`src/rtl/fifo_pkg.sv`:
```
// Shared widths and buffer-state encoding for the FIFO read path.
// Also holds the small helpers for the 3-entry circular buffer.
package fifo_pkg;
   localparam int DATA_WIDTH = 6;
   localparam int BUF_DEPTH  = 3;
   localparam int CNT_WIDTH  = 8;
   localparam int IDX_WIDTH  = 2;

   typedef enum logic [1:0] {
      BUF_EMPTY = 2'd0,
      BUF_PART  = 2'd1,
      BUF_FULL  = 2'd2
   } buf_state_e;

   function automatic buf_state_e buf_state_of(input logic [IDX_WIDTH-1:0] occ);
      buf_state_e st;
      case (occ)
         2'd0:    st = BUF_EMPTY;
         2'd3:    st = BUF_FULL;
         default: st = BUF_PART;
      endcase
      return st;
   endfunction

   // Index wraps 2 -> 0; value 3 is never used.
   function automatic logic [IDX_WIDTH-1:0] idx_next(input logic [IDX_WIDTH-1:0] idx);
      logic [IDX_WIDTH-1:0] nxt;
      if (idx == IDX_WIDTH'(BUF_DEPTH - 1)) begin
         nxt = 2'd0;
      end else begin
         nxt = idx + 2'd1;
      end
      return nxt;
   endfunction
endpackage

```
`src/rtl/fifo_reader_if.sv`:
```
// Handshake bundle between the FIFO read port, the reader and the consumer.
// master is the reader's view; slave is the environment's view.
interface fifo_reader_if;
   import fifo_pkg::*;

   logic                  enable;
   logic                  Fifo_Empty;
   logic                  Almost_Empty;
   logic [DATA_WIDTH-1:0] Fifo_Data_out;
   logic                  pop;
   logic [DATA_WIDTH-1:0] data_out;
   logic                  valid_out;
   logic                  ready_in;
   logic [CNT_WIDTH-1:0]  rd_count;

   modport master (
      input  enable, Fifo_Empty, Almost_Empty, Fifo_Data_out, ready_in,
      output pop, data_out, valid_out, rd_count
   );

   modport slave (
      output enable, Fifo_Empty, Almost_Empty, Fifo_Data_out, ready_in,
      input  pop, data_out, valid_out, rd_count
   );
endinterface

```
`src/rtl/fifo_reader_buf.sv`:
```
// Three-entry circular output buffer that absorbs the FIFO read latency.
// Writes in FULL and reads in EMPTY are ignored as a defensive guard.
module fifo_reader_buf
   import fifo_pkg::*;
(
   input  logic                  clk,
   input  logic                  reset,
   input  logic                  wr_en,
   input  logic [DATA_WIDTH-1:0] wr_data,
   input  logic                  rd_en,
   output logic [DATA_WIDTH-1:0] head,
   output logic [IDX_WIDTH-1:0]  occ
);
   logic [DATA_WIDTH-1:0] mem_q [BUF_DEPTH];
   logic [IDX_WIDTH-1:0]  wr_idx_q, wr_idx_d;
   logic [IDX_WIDTH-1:0]  rd_idx_q, rd_idx_d;
   logic [IDX_WIDTH-1:0]  occ_q, occ_d;
   buf_state_e            state_s;
   logic                  wr_ok_s;
   logic                  rd_ok_s;

   // Next indices and occupancy from the buffer state.
   always_comb begin
      state_s = buf_state_of(occ_q);
      wr_ok_s = wr_en & (state_s != BUF_FULL);
      rd_ok_s = rd_en & (state_s != BUF_EMPTY);
      if (wr_ok_s) begin
         wr_idx_d = idx_next(wr_idx_q);
      end else begin
         wr_idx_d = wr_idx_q;
      end
      if (rd_ok_s) begin
         rd_idx_d = idx_next(rd_idx_q);
      end else begin
         rd_idx_d = rd_idx_q;
      end
      case ({wr_ok_s, rd_ok_s})
         2'b10:   occ_d = occ_q + 2'd1;
         2'b01:   occ_d = occ_q - 2'd1;
         default: occ_d = occ_q;
      endcase
   end

   // Storage, indices and occupancy registers.
   always_ff @(posedge clk or posedge reset) begin
      if (reset) begin
         wr_idx_q <= 2'd0;
         rd_idx_q <= 2'd0;
         occ_q    <= 2'd0;
         for (int i = 0; i < BUF_DEPTH; i++) begin
            mem_q[i] <= '0;
         end
      end else begin
         wr_idx_q <= wr_idx_d;
         rd_idx_q <= rd_idx_d;
         occ_q    <= occ_d;
         if (wr_ok_s) begin
            mem_q[wr_idx_q] <= wr_data;
         end
      end
   end

   assign head = mem_q[rd_idx_q];
   assign occ  = occ_q;
endmodule

```
`src/rtl/fifo_reader.sv`:
```
// FIFO read-side controller: issues pops, buffers returning words and
// delivers them over valid/ready while counting deliveries.
module fifo_reader
   import fifo_pkg::*;
(
   input  logic          clk,
   input  logic          reset,
   fifo_reader_if.master bus
);
   logic                  inflight_q, inflight_d;
   logic                  armed_q, armed_d;
   logic [CNT_WIDTH-1:0]  rd_count_q, rd_count_d;
   logic [IDX_WIDTH-1:0]  occ_s;
   logic [DATA_WIDTH-1:0] head_s;
   logic                  valid_s;
   logic                  xfer_s;
   logic                  room_s;
   logic                  pop_s;

   fifo_reader_buf u_buf (
      .clk     (clk),
      .reset   (reset),
      .wr_en   (inflight_q),
      .wr_data (bus.Fifo_Data_out),
      .rd_en   (xfer_s),
      .head    (head_s),
      .occ     (occ_s)
   );

   // Pop decision uses registered state and FIFO flags only, never ready_in.
   always_comb begin
      valid_s    = (occ_s != 2'd0);
      xfer_s     = valid_s & bus.ready_in;
      room_s     = (({1'b0, occ_s} + {2'b00, inflight_q}) < 3'(BUF_DEPTH));
      pop_s      = armed_q & bus.enable & ~bus.Fifo_Empty
                 & ~(inflight_q & bus.Almost_Empty) & room_s;
      inflight_d = pop_s;
      armed_d    = 1'b1;
      if (xfer_s) begin
         rd_count_d = rd_count_q + CNT_WIDTH'(1);
      end else begin
         rd_count_d = rd_count_q;
      end
   end

   // armed_q holds off pops for the first clock after reset release.
   always_ff @(posedge clk or posedge reset) begin
      if (reset) begin
         inflight_q <= 1'b0;
         armed_q    <= 1'b0;
         rd_count_q <= '0;
      end else begin
         inflight_q <= inflight_d;
         armed_q    <= armed_d;
         rd_count_q <= rd_count_d;
      end
   end

   assign bus.pop       = pop_s;
   assign bus.data_out  = head_s;
   assign bus.valid_out = valid_s;
   assign bus.rd_count  = rd_count_q;
endmodule

```
`src/flat_wrapper.sv`:
```
// flat-port wrapper written by rule: the top's interface ports become plain ports
module fifo_reader_flat import fifo_pkg::*;
  (clk, reset, bus_enable, bus_Fifo_Empty, bus_Almost_Empty, bus_Fifo_Data_out, bus_ready_in, bus_pop, bus_data_out, bus_valid_out, bus_rd_count);
  fifo_reader_if bus_i ();
  input  logic clk;
  input  logic reset;
  input wire logic [$bits(bus_i.enable)-1:0] bus_enable;
  input wire logic [$bits(bus_i.Fifo_Empty)-1:0] bus_Fifo_Empty;
  input wire logic [$bits(bus_i.Almost_Empty)-1:0] bus_Almost_Empty;
  input wire logic [$bits(bus_i.Fifo_Data_out)-1:0] bus_Fifo_Data_out;
  input wire logic [$bits(bus_i.ready_in)-1:0] bus_ready_in;
  output wire logic [$bits(bus_i.pop)-1:0] bus_pop;
  output wire logic [$bits(bus_i.data_out)-1:0] bus_data_out;
  output wire logic [$bits(bus_i.valid_out)-1:0] bus_valid_out;
  output wire logic [$bits(bus_i.rd_count)-1:0] bus_rd_count;
  assign bus_i.enable = bus_enable;
  assign bus_i.Fifo_Empty = bus_Fifo_Empty;
  assign bus_i.Almost_Empty = bus_Almost_Empty;
  assign bus_i.Fifo_Data_out = bus_Fifo_Data_out;
  assign bus_i.ready_in = bus_ready_in;
  assign bus_pop = bus_i.pop;
  assign bus_data_out = bus_i.data_out;
  assign bus_valid_out = bus_i.valid_out;
  assign bus_rd_count = bus_i.rd_count;
  fifo_reader u_core (.clk(clk), .reset(reset), .bus(bus_i));
endmodule
```
`config.mk`:
```
export PLATFORM = sky130hd
export DESIGN_NAME = fifo_reader_flat
export DESIGN_NICKNAME = d
export VERILOG_FILES = /design/src/rtl/fifo_pkg.sv /design/src/rtl/fifo_reader_if.sv /design/src/rtl/fifo_reader_buf.sv /design/src/rtl/fifo_reader.sv /design/src/flat_wrapper.sv
export SDC_FILE = /design/constraint.sdc
export NUM_CORES = 1
export LEC_CHECK = 0
export ABC_AREA = 0
export CAP_MARGIN = 20
export CORE_UTILIZATION = 55
export CTS_CLUSTER_SIZE = 40
export DETAILED_ROUTE_END_ITERATION = 8
export PLACE_DENSITY_LB_ADDON = 0.05
export SYNTH_ARGS = -nofsm -noshare
export SYNTH_HDL_FRONTEND = slang
export SYNTH_SLANG_ARGS = --single-unit
export TNS_END_PERCENT = 1
```
`constraint.sdc`:
```
create_clock -name clk -period 5.2 [get_ports clk]
set_clock_uncertainty 0.1 [all_clocks]
set_input_delay 0.78 -clock clk [delete_from_list [all_inputs] [get_ports clk]]
set_output_delay 0.78 -clock clk [all_outputs]
set_load 0.03 [all_outputs]
```
==> results of run 1 <==
Yosys cell counts (2+ instances only):
master and number:
nand2_1 18, ha_1 4, mux2_2 12, nand4_1 3, nand3b_1 2, mux2i_1 6, nor2_1 3, o21ai_0 6
mux2_4 6, xnor2_1 6, xor2_1 4, inv_1 2, nor3_1 3, nand3_1 2, clkbuf_1 2, dfrtp_1 34
placed cells by master, fill, tap and decap left out, types with 2 or more instances in the layout:
cell              n
nand4_1           3
nor2_1            3
inv_1             2
nor3_1            3
xnor2_1           6
xor2_1            4
ha_1              4
mux2_2           12
nand3_1           2
o21ai_0           6
mux2_4            6
mux2i_1           6
clkdlybuf4s50_1  27
dfrtp_1          34
clkbuf_4          5
nand2_1          18
nand3b_1          2
path summary, 6_finish.rpt:
| path | depth (start not counted) | slack (ns) | end | start |
|---|---|---|---|---|
| worst min register to register | 1 | 0.37 | u_core.bus.rd_count[7] | u_core.bus.rd_count[7] |
| min in group asynchronous | 3 | 0.73 | u_core.u_buf.mem_q[11] | reset |
| max in group asynchronous | 3 | 3.96 | u_core.u_buf.occ[0] | reset |
| worst min-delay path | 1 | 0.37 | u_core.bus.rd_count[7] | u_core.bus.rd_count[7] |
| worst max-delay path | 6 | 1.93 | bus_pop | u_core.u_buf.occ[0] |
| worst max register to register | 5 | 3.31 | u_core.u_buf.occ[1] | u_core.u_buf.occ[0] |
state kept, by name, indices dropped and copies added, names as in the netlist:
register	flops
u_core.armed_q	1
u_core.bus.rd_count	8
u_core.inflight_q	1
u_core.u_buf.mem_q	18
u_core.u_buf.occ	2
u_core.u_buf.rd_idx_q	2
u_core.u_buf.wr_idx_q	2
worst max-delay path, delay by kind of cell (launching register included):
family          cells  cell delay, ns
flops               1            0.47
simple gates        2            0.17
fa+ha+maj           2            0.41
buf+inv             1            0.73
compound gates      1            0.28
power groups by stage:
stage	logic (mW)	clock network (mW)	registers, mW
finish	0.552	0.151	0.492
global route	0.597	0.167	0.510
CTS	0.558	0.157	0.492
detailed placement	0.555	0	0.498
global placement	0.540	0	0.490
floorplan	0.347	0	0.503
final cells by class:
type / count / area (µm²)
fill: 185 / 674
inverter: 3 / 11.3
timing repair buffer: 28 / 278
clock buffer: 7 / 55.1
sequential: 34 / 851
multi-input combinational: 84 / 656
tap: 30 / 37.5
clock inverter: 1 / 5.00
layer usage:
layer | global-route usage [%] | vias to the layer above | part of all wire (%)
met5 | 0 | - | 0
met4 | 13.7 | 0 | 2.1
met3 | 5.83 | 5 | 4.1
met2 | 35.3 | 21 | 46
met1 | 25.5 | 504 | 48
li1 | - | 493 | -
stage by stage:
step | cell area (µm²) | util (%)
final | 1890 | 73.7
after global routing | 1890 | 73.7
after CTS | 1890 | 73.7
after detailed placement | 1830 | 71.4
after global placement | 1830 | 71.4
after floorplan | 1540 | -
logic make-up (layout without fill, tap and decap cells):
kind of cell | count (synthesis) | in the layout
AO/OA/AOI/OAI | 10 | 10
adder cells (fa/ha/maj) | 4 | 4
multiplexers | 24 | 24
flip-flops | 34 | 34
other | 1 | 1
AND/OR/NAND/NOR | 35 | 35
buffers and inverters | 6 | 39
XOR/XNOR | 10 | 10
==> results list, run 1 <==
- Run status: finished, final reports clean
* Actual slew at the worst max-slew pin: 0.563 ns
* Final Routed Wirelength: about 2700 µm
- From left edge to right edge, the die measures 54.9 µm.
* Register bit count reported by yosys: 34
* Routed wire length per instance: 14.6 µm
- For this design the top-level I/O count stands at 28.
- Fraction of power spent switching nets: 39.5%
- Effective utilization at floorplan: 59.8%
- After layout, the minimum clock period comes to approximately 3.3 ns.
* Layout overhead on the synthesized area: 23.2%
* Longest individual stage delay on the worst path: 0.73 ns
* CTS root buf: clkbuf_4
- Leading area contributor after synthesis: dfrtp_1
* Max-Cap Viols: 0
- Number of flops mapped to enable cells by yosys: 0
- Synthesis handed over a netlist of 124 instances.
- Overall die height: roughly 55 µm
- The net count of the finished layout is between 150 and 200.
- Summing the areas of all compound-gate instances in the mapped netlist gives 4.32% of the synthesized area.
* Clock slew seen by the registers of the worst setup and hold paths: around 0.10 ns
* Simple-gate area share of the yosys netlist: 10.6%
- For the worst-skew pair, the clock arrives at the later sink with an insertion delay of 0.34 ns.
* CP cell instances: ha_1 > ha_1 > nor2_1 > nand3_1 > a221oi_1 > clkdlybuf4s50_1
* Fmax achieved: 305 MHz
- Library cells used by synthesis: 27
- Worst path setup slack after routing: 1.93 ns
- Number of diodes added for antenna fixing: 0
- Internal portion of total power: 723 µW
- The congestion estimate from routability-driven global placement came to 0.699.
- In the routed design, unresolved DRC markers number 0.
* DRT iter0 DRCs: 11
- GRT Residual Overflow: 0
- In this run the remaining antenna-violating nets after routing total 0.
- Setup repair after global routing left no endpoint under its margin.
- In this run the deepest clock path goes through 2 buffers.
- Core Rows: 18
* Post-DP HPWL: 1890 µm
* Fraction of layout instances using a drive strength above 1: 19.1%
* Port bufs: 27
* Total vias in the final route: just over 1000
- Of the synthesized area, sequential elements account for a little under three fifths.
- By area, the combinational part of the netlist is dominated by multiplexers.
- Maximum number of pins on one net before global-route repair: 35
- The final max-slew violation count was 0.
- Number of cells upsized or downsized after cts: 0
- Synthesized area divided by synthesized cell count: 12.4 µm²
- Endpoints failing setup: 0
* Primary flip-flop cell chosen by synthesis mapping: dfrtp_1
- Count of synthesis-stage warnings from yosys: 0
* Data required, critical path: 4.32 ns
- Top-area cell type share of the netlist area: 55.4%
- Buffers added to address setup during post-CTS repair amount to 0.
- Crit-path slowest cell: clkdlybuf4s50_1
* Most prevalent standard cell on the critical path: ha_1
- Post-synthesis xor/xnor area fraction: roughly 5.7%
- The number of hold-slack violations in the final timing report came to 0.
- Adder-cell share of the synthesized area: 3.26%
- Post-place setup slack: 1.95 ns
- TritonCTS built the clock tree.
- Syn nets: 140
- Kind of start point of the critical path: flip-flop
- Period Utilization, post-route: between 60% and 70%
- Pwr dens: 632 nW/µm²
- CP endpoint kind: output port
- The worst pin sits at a relative slew slack of 62.4%.
- Max H-tree Level: 2
- First-pass GRT wire length: 4340 µm
* Summed negative setup slack over all endpoints: 0 ns
* PnR Total Power: 1.20 mW
- The setup path with the least slack is of type reg2out.
- Min Hold Slack: 0.367 ns
* Maximum resistive drop on vdd: 0.000451 V
- Leakage power summed over all cells: 0.867 nW
* Count of placed standard cells in the final layout, fillers left out: 187
- Before antenna repair, the detailed router went through 3 iterations.
- The tree built by TritonCTS fans out to 34 sinks.
- Top cells by area in the synthesized netlist: dfrtp_1 (55%), mux2_2 (8.8%), mux2_4 (5.9%)
* Via count of the first global-routing pass: 1006
- CTS Hold Bufs: 0
- Async set or reset register ratio after synthesis: 100%
- In the global route stage, overall resource usage came out at 21.9%.
- Post-placement cell count: 179
- Initial antenna violation count: 0
* Relative contribution of sequential cells to total power: 41.2%
* Area of the core: between 2000 and 3000 µm²
- Per report_power, the clock group accounts for 12.6% of the total.
- The floorplan step defined a die boundary enclosing 3010 µm².
* Num CTS Buffers: 5
- The worst hold path belongs to the class reg2reg.
- Combinational logic burns 46.2% of the power.
- Fraction of synthesized area in multiplexers: a little under a fifth
- Post-Syn Area: 1540 µm²
- Highest net fanout along the worst path: 6
- In this run the power spent charging and discharging nets is 473 µW.
* Crit path DAT: about 2.4 ns
- Mean number of vias per cell: approximately 5.5
Power figures use the tool's default switching activity.
==> run 2, diff against run 1 <==
--- a/config.mk
+++ b/config.mk
@@ -7,7 +7,7 @@
 export LEC_CHECK = 0
 export ABC_AREA = 0
 export CAP_MARGIN = 20
-export CORE_UTILIZATION = 55
+export CORE_UTILIZATION = 51
 export CTS_CLUSTER_SIZE = 40
 export DETAILED_ROUTE_END_ITERATION = 8
 export PLACE_DENSITY_LB_ADDON = 0.05
==> constraint.sdc (replaced) <==
create_clock -name clk -period 3.15 [get_ports clk]
set_clock_uncertainty 0.1 [all_clocks]
set_input_delay 0.4725 -clock clk [delete_from_list [all_inputs] [get_ports clk]]
set_output_delay 0.4725 -clock clk [all_outputs]
set_load 0.03 [all_outputs]
==> run 2 against run 1 <==
  * Global-route usage fell by 1.4 points
  * Non-clock buffer count stayed put
  * Register-to-register slack worse by 2.0 ns
  * Hold slack improved by 0.0098 ns
  * Critical endpoint unchanged
  * Critical path type unchanged
  * Critical path depth unchanged
==> results list, run 2 (same netlist as run 1, synthesis figures left out) <==
- The flow ran to the end, and the final reports show no timing, DRC or antenna violations.
- The setup TNS after final layout is 0 ns (unchanged).
- The average routed wire per standard cell was 15.2 µm (+4.4%).
- The number of CTS-inserted buffers came to 5 (unchanged).
* Number of cells upsized or downsized after cts: 0 (unchanged)
* Clock buffer depth: 2 (unchanged)
- GRT Residual Overflow: 0 (unchanged)
- The post-detailed-routing wire length was 2860 µm (+4.9%).
- The overall via count from detail_route is 1037 (+1.4%).
- Relative to the synthesized area, the layout overhead comes to 23.5%.
- The min-delay analysis places its worst path in the category reg2reg.
- Maximum number of pins on one net before global-route repair: 35 (unchanged)
- The overall routing resource usage is 20.5% (-1.4 points).
- After layout, the worst path uses 94.3% of the clock period.
* Die area: 3240 µm² (+7.6%)
- The tree is rooted in a clkbuf_4.
- The final instance area is 1900 µm² (+0.26%).
* Via count of the first global-routing pass: 1066 (+6.0%)
* Pwr dens: 1050 nW/µm² (+66%)
- The worst vdd rail ir drop came to 0.000581 V (+29%).
- Longest individual stage delay on the worst path: 0.73 ns (about the same)
* DRT iter0 DRCs: 24 (+13)
* Commonest cells after routing, fill and taps aside: dfrtp_1 (34), clkdlybuf4s50_1 (27), nand2_1 (18)
- CP Depth: 6 (unchanged)
- The fraction of layout instances using a drive strength above 1 was 19.7% (+0.64 points).
- The count of nets left with antenna violations after detail routing was 0 (unchanged).
- Walking the worst path, the cells encountered are ha_1 > ha_1 > nor2_1 > nand3_1 > a221oi_1 > clkdlybuf4s50_1.
- The worst setup path is launched from a flip-flop.
- CP endpoint kind: output port
- The cell family contributing the most delay on the critical path is buffers and inverters.
- The number of hold-repair buffers added at the cts stage was 0 (unchanged).
- The data required time of the worst path was 2.58 ns (-1.74 ns).
- The number of hold-slack violations in the final timing report is 0 (unchanged).
- Placed Area: 1830 µm² (about the same)
* Largest register FFs: 18 (unchanged)
- The number of buffers inserted by post-CTS setup repair is 0 (unchanged).
* Relative contribution of sequential cells to total power: 41.0% (-0.2 points)
* Endpoints failing setup: 0 (unchanged)
- The final max-slew violation count is 0 (unchanged).
* First-pass GRT wire length: 4800 µm (+10%)
- Most prevalent standard cell on the critical path: ha_1
- Max H-tree Level: 2 (unchanged)
- The number of standard-cell rows in the floorplan came to 19 (+1).
- In this run the worst setup path begins at u_core.u_buf.occ[0].
- More flip-flops sit in one register than any other, and that register is u_core.u_buf.mem_q.
* Mean number of vias per cell: 5.52 (+0.83%)
- The power share of the combinational group came to 45.8% (-0.4 points).
- Most common cell after layout, fill and taps aside: dfrtp_1
- Sequential cell area in the final layout: 851 µm² (unchanged)
* Actual slew at the worst max-slew pin: 0.571 ns (+0.00778 ns)
- Remaining DRCs: 0 (unchanged)
- Effective utilization at floorplan: 54.8% (-5.1 points)
- Combined area of the multi-input logic cells: 656 µm² (unchanged)
* Clock slew seen by the registers of the worst setup and hold paths: 0.11 ns (about the same)
* Internal portion of total power: 1.19 mW (+65%)
- Rel. slew slack: 61.9% (-0.52 points)
- Number of diodes added for antenna fixing: 0 (unchanged)
- Max-Cap Viols: 0 (unchanged)
- Switching Power: 795 µW (+68%)
- The number of top-level design ports was 28 (unchanged).
* Crit-path slowest cell: clkdlybuf4s50_1
- The worst register-to-register path begins at u_core.u_buf.occ[0].
- Highest net fanout along the worst path: 6 (unchanged)
- The data arrival time of the critical path came to 2.40 ns (about the same).
- TritonCTS built the clock tree.
- The initial antenna violation count is 0 (unchanged).
- Fmax achieved: 337 MHz
* Tmin final: 2.97 ns
- The die span in y is 56.9 µm (+3.7%).
- Setup repair after global routing left no endpoint under its margin.
* Final net count: 172 (unchanged)
- Port bufs: 27 (unchanged)
- The worst hold path begins at u_core.bus.rd_count[7].
- R2R cell count: 6 (+1)
- The share of total power consumed by net switching is 40.0% (+0.43 points).
* DRT Pass-1 Iters: 4 (+1)
* Share of power burned in the clock network: 13.2% (+0.6 points)
- Area of the core: 2810 µm² (+9.3%)
- The layout filler cell count is 220 (+19%).
* Global placement routability congestion: 0.722 (+3.3%)
- The number of buffer and inverter stages on the critical path was 1 (unchanged).
- The worst setup path is of the reg2out kind.
- Post-DP HPWL: 1970 µm (+4.4%)
* Clock insertion delay at the later pin of the skew report: 0.34 ns (about the same)
- The number of stages on the worst hold path came to 1 (unchanged).
- Leakage power summed over all cells: 0.866 nW (-0.12%)
- Number of clock sinks seen by CTS: 34 (unchanged)
* Die boundary width: 56.9 µm (+3.7%)
-- run 2: changes by cell type in the layout (fill, tap and decap cells not counted), sizes merged --
| cell | delta |
|---|---|
| clkinvlp | +1 |
| clkbuf | -1 |
-- run 2: final timing paths --
| check | to | slack, ns |
|---|---|---|
| max in group asynchronous | u_core.u_buf.occ[0] | 2.23 |
| max | bus_pop | 0.18 |
| min reg2reg | u_core.bus.rd_count[7] | 0.38 |
| min | u_core.bus.rd_count[7] | 0.38 |
| max reg2reg | u_core.u_buf.occ[1] | 1.28 |
| min in group asynchronous | u_core.u_buf.mem_q[8] | 0.41 |
-- run 2: area by class of cell --
| class | instances | share of cell area [%] |
|---|---|---|
| Clock buffer | 6 | 2.70 |
| Clock inverter | 2 | 0.659 |
| Inverter | 3 | 0.593 |
| Multi-Input combinational cell | 84 | 34.5 |
| Sequential cell | 34 | 44.8 |
| Tap cell | 31 | 2.04 |
| Timing Repair Buffer | 28 | 14.6 |
-- run 2: worst register-to-register path: stages (launching register included) --
cell and delay [ns]:
dfrtp_1 0.48, o21ai_2 0.39, inv_1 0.19, ha_1 0.23, xnor2_1 0.13, nor2_1 0.12
xor2_1 0.16
-- run 2: metrics by stage --
stage          total power [mW]  std cells  hold WS [ns]  setup WS [ns]  utilization, %
2_1_floorplan              1.40        124         0.371          0.793               -
3_3_place_gp               1.70        180         0.357          0.536            65.4
3_5_place_dp               1.74        180         0.365          0.503            65.4
4_1_cts                    2.01        188         0.380          0.142            67.7
5_1_grt                    2.11        188         0.407         0.0574            67.7
6_report                   1.99        188         0.377          0.179            67.7
-- run 2: power by group through the flow --
stage	clock network, mW	registers, mW	logic (mW)
after floorplan	0	0.831	0.573
after global placement	0	0.810	0.894
after detailed placement	0	0.824	0.919
after CTS	0.270	0.815	0.922
after global routing	0.284	0.845	0.984
final	0.262	0.816	0.910
-- run 2: routing by layer --
metal | routed length [µm] | GRT usage, % | up-vias | part of all wire (%)
met2 | 1390 | 31.4 | 26 | 48
met3 | 155 | 7.83 | 5 | 5.4
li1 | - | - | 490 | -
met5 | 0 | 0 | - | 0
met4 | 51 | 9.41 | 0 | 1.8
met1 | 1270 | 25.6 | 516 | 44
==> run 3, diff against run 2 <==
--- a/config.mk
+++ b/config.mk
@@ -7,9 +7,11 @@
 export LEC_CHECK = 0
 export ABC_AREA = 0
 export CAP_MARGIN = 20
-export CORE_UTILIZATION = 51
+export CORE_UTILIZATION = 61
 export CTS_CLUSTER_SIZE = 40
 export DETAILED_ROUTE_END_ITERATION = 8
+export DONT_BUFFER_PORTS = 1
+export GPL_TIMING_DRIVEN = 1
 export PLACE_DENSITY_LB_ADDON = 0.05
 export SYNTH_ARGS = -nofsm -noshare
 export SYNTH_HDL_FRONTEND = slang
==> run 3 against run 2 <==
  * Register-to-register slack lost 0.04 ns
  * Setup slack gained 0.60 ns
  * Sequential cell count did not move
  * Critical endpoint unchanged
  * Die area decreased by 16%
  * Global-route usage grew 2.4 points
  * Sequential share of layout area increased by 6.0 points
  * Power fell by 7.2%
  * Largest cell class unchanged
  * Clock power is 5% lower
  * Fmax increased by 25%
  * Cell count fell by 12%
==> results list, run 3 (same netlist as run 1, synthesis figures left out) <==
- The run finished with clean final reports.
* Total vias in the final route: 945 (-8.9%)
- The leakage power summed over all cells came to 0.799 nW (-7.7%).
- Mean number of vias per cell: 5.73 (+3.8%)
- Highest net fanout along the worst path: 6 (unchanged)
* Final net count: 152 (-12%)
- Tmin final: 2.37 ns (-0.596 ns)
- Post-placement cell count: 157 (-13%)
- Layout overhead on the synthesized area: 8.88%
* Maximum resistive drop on vdd: 0.000650 V (+12%)
- Number of diodes added for antenna fixing: 0 (unchanged)
* Global placement routability congestion: 0.740 (+2.5%)
- Register with the highest flop count: u_core.u_buf.mem_q
* Antenna Nets Post-Route: 0 (unchanged)
- Core Rows: 17 (-2)
* Max-Cap Viols: 0 (unchanged)
- Number of clock sinks seen by CTS: 34 (unchanged)
- The die extent in x came to 52.2 µm (-8.3%).
- Crit path DAT: 1.80 ns (-0.60 ns)
- DRT Pass-1 Iters: 5 (+1)
- The overall overflow remaining after global route came to 0 (unchanged).
- The number of hold-slack violations in the final timing report came to 0 (unchanged).
- The worst setup path is of the reg2out kind.
- Die area: 2720 µm² (-16%)
- Maximum number of pins on one net before global-route repair: 35 (unchanged)
- # Post-CTS Setup Buffers: 0 (unchanged)
- The worst register-to-register path ends at u_core.u_buf.occ[1].
- Clock buffer depth: 2 (unchanged)
* Fmax achieved: 421 MHz (+25%)
- Summed negative setup slack over all endpoints: 0 ns (unchanged)
- PnR Total Power: 1.85 mW (-7.2%)
* Remaining DRCs: 0 (unchanged)
- STA classifies the critical path endpoint as an output port.
- The number of CTS-inserted buffers is 5 (unchanged).
- CTS root buf: clkbuf_4
- Most common cell after layout, fill and taps aside: dfrtp_1
- Startpoint of the most critical setup path: u_core.u_buf.occ[0]
- The number of top-level design ports came to 28 (unchanged).
- Final Routed Wirelength: 2510 µm (-12%)
- Min Hold Slack: 0.00275 ns (-0.374 ns)
* Effective utilization at floorplan: 66.9% (+12 points)
- The path depth of the worst reg2reg path is 5 (-1).
- The fraction of layout instances using a drive strength above 1 is 27.0% (+7.3 points).
* R2R Setup Slk: 1.24 ns (-0.04 ns)
* Largest register FFs: 18 (unchanged)
- In this run the critical register-to-register path is launched from u_core.u_buf.occ[0].
- Capturing instance or port of the critical path: bus_pop
- The count of non-filler cells in the finished layout is 165 (-12%).
* Pwr dens: 1100 nW/µm² (+5.3%)
- Clock insertion delay at the later pin of the skew report: 0.32 ns (-0.02 ns)
* Via count of the first global-routing pass: 960 (-9.9%)
- The tightest min-delay check is of the in2async type.
- The number of hold-repair buffers added at the cts stage is 0 (unchanged).
- Number of cells upsized or downsized after cts: 0 (unchanged)
* Clock slew seen by the registers of the worst setup and hold paths: 0.10 ns (about the same)
* Post-DP HPWL: 1740 µm (-12%)
* Overall die height: 52.2 µm (-8.3%)
- The number of levels in the clock H-tree came to 2 (unchanged).
- CTS tree: done
- Routed wire length per instance: 15.2 µm (-0.23%)
- In the layout the commonest cells are dfrtp_1 (34), nand2_1 (18), mux2_2 (12).
* Period Utilization, post-route: 75.4% (-19 points)
- The DRC marker count from the first detailed-route iteration came to 15 (-38%).
* First-pass GRT wire length: 4380 µm (-8.6%)
* Endpoints failing setup: 0 (unchanged)
* Data required, critical path: 2.58 ns (about the same)
- STA classifies the critical path startpoint as a flip-flop.
* Unrepaired setup endpoints after global routing: false
* Max-slew violations: 0 (unchanged)
* GRT Total Usage: 22.9% (+2.4 points)
* Initial antenna violation count: 0 (unchanged)
- Area of the core: 2300 µm² (-18%)
- Port bufs: 0 (-100%)
run 3: changes by cell type in the layout (fill, tap and decap cells not counted):
cell	delta
clkinvlp_4	-1
clkdlybuf4s50_1	-27
buf_4	+7
clkbuf_1	+1
run 3: how the worst min path moves through the flow:
stage               cells after the start                      from  slack [ns]                  endpoint
CTS                                     2                     reset        0.01         u_core.inflight_q
floorplan                               2  u_core.u_buf.wr_idx_q[0]        0.37  u_core.u_buf.wr_idx_q[0]
global route                            2                     reset        0.03     u_core.u_buf.mem_q[6]
global placement                        2                     reset        0.37         u_core.inflight_q
detailed placement                      2                     reset        0.38         u_core.inflight_q
finish                                  2                     reset       0.003     u_core.u_buf.mem_q[6]
run 3: layout make-up:
class / count / area (µm²)
sequential: 34 / 851
multi-input combinational: 84 / 656
clock buffer: 7 / 55.1
inverter: 3 / 11.3
timing repair buffer: 8 / 60.1
clock inverter: 1 / 5.00
fill: 165 / 624
tap: 28 / 35.0
run 3: critical path, cell delays in order, from the launching register on:
cell	delay [ns]
dfrtp_1	0.47
ha_1	0.24
ha_1	0.17
nor2_1	0.08
nand3_1	0.08
a221oi_1	0.22
buf_4	0.22
run 3: metrics by stage:
stage	utilization, %	setup slack [ns]	cell area, µm²
final	72.8	0.776	1670
after global routing	72.8	0.634	1670
after CTS	72.8	0.732	1670
after detailed placement	70.2	1.13	1610
after global placement	70.2	1.15	1610
after floorplan	-	0.793	1540
run 3: power by group:
part / leakage, nW / switching [mW] / internal [mW]
combinational: 0.353 / 0.358 / 0.342
sequential: 0.411 / 0.266 / 0.630
clock: 0.0353 / 0.141 / 0.108
total: 0.799 / 0.765 / 1.08
run 3: per-layer routing:
metal	global-route usage, %	wire, µm	part of all wire (%)
met5	0	0	0
met4	6.58	29	1.2
met3	8.41	126	5.0
met2	35.7	1080	43
met1	30.1	1270	51
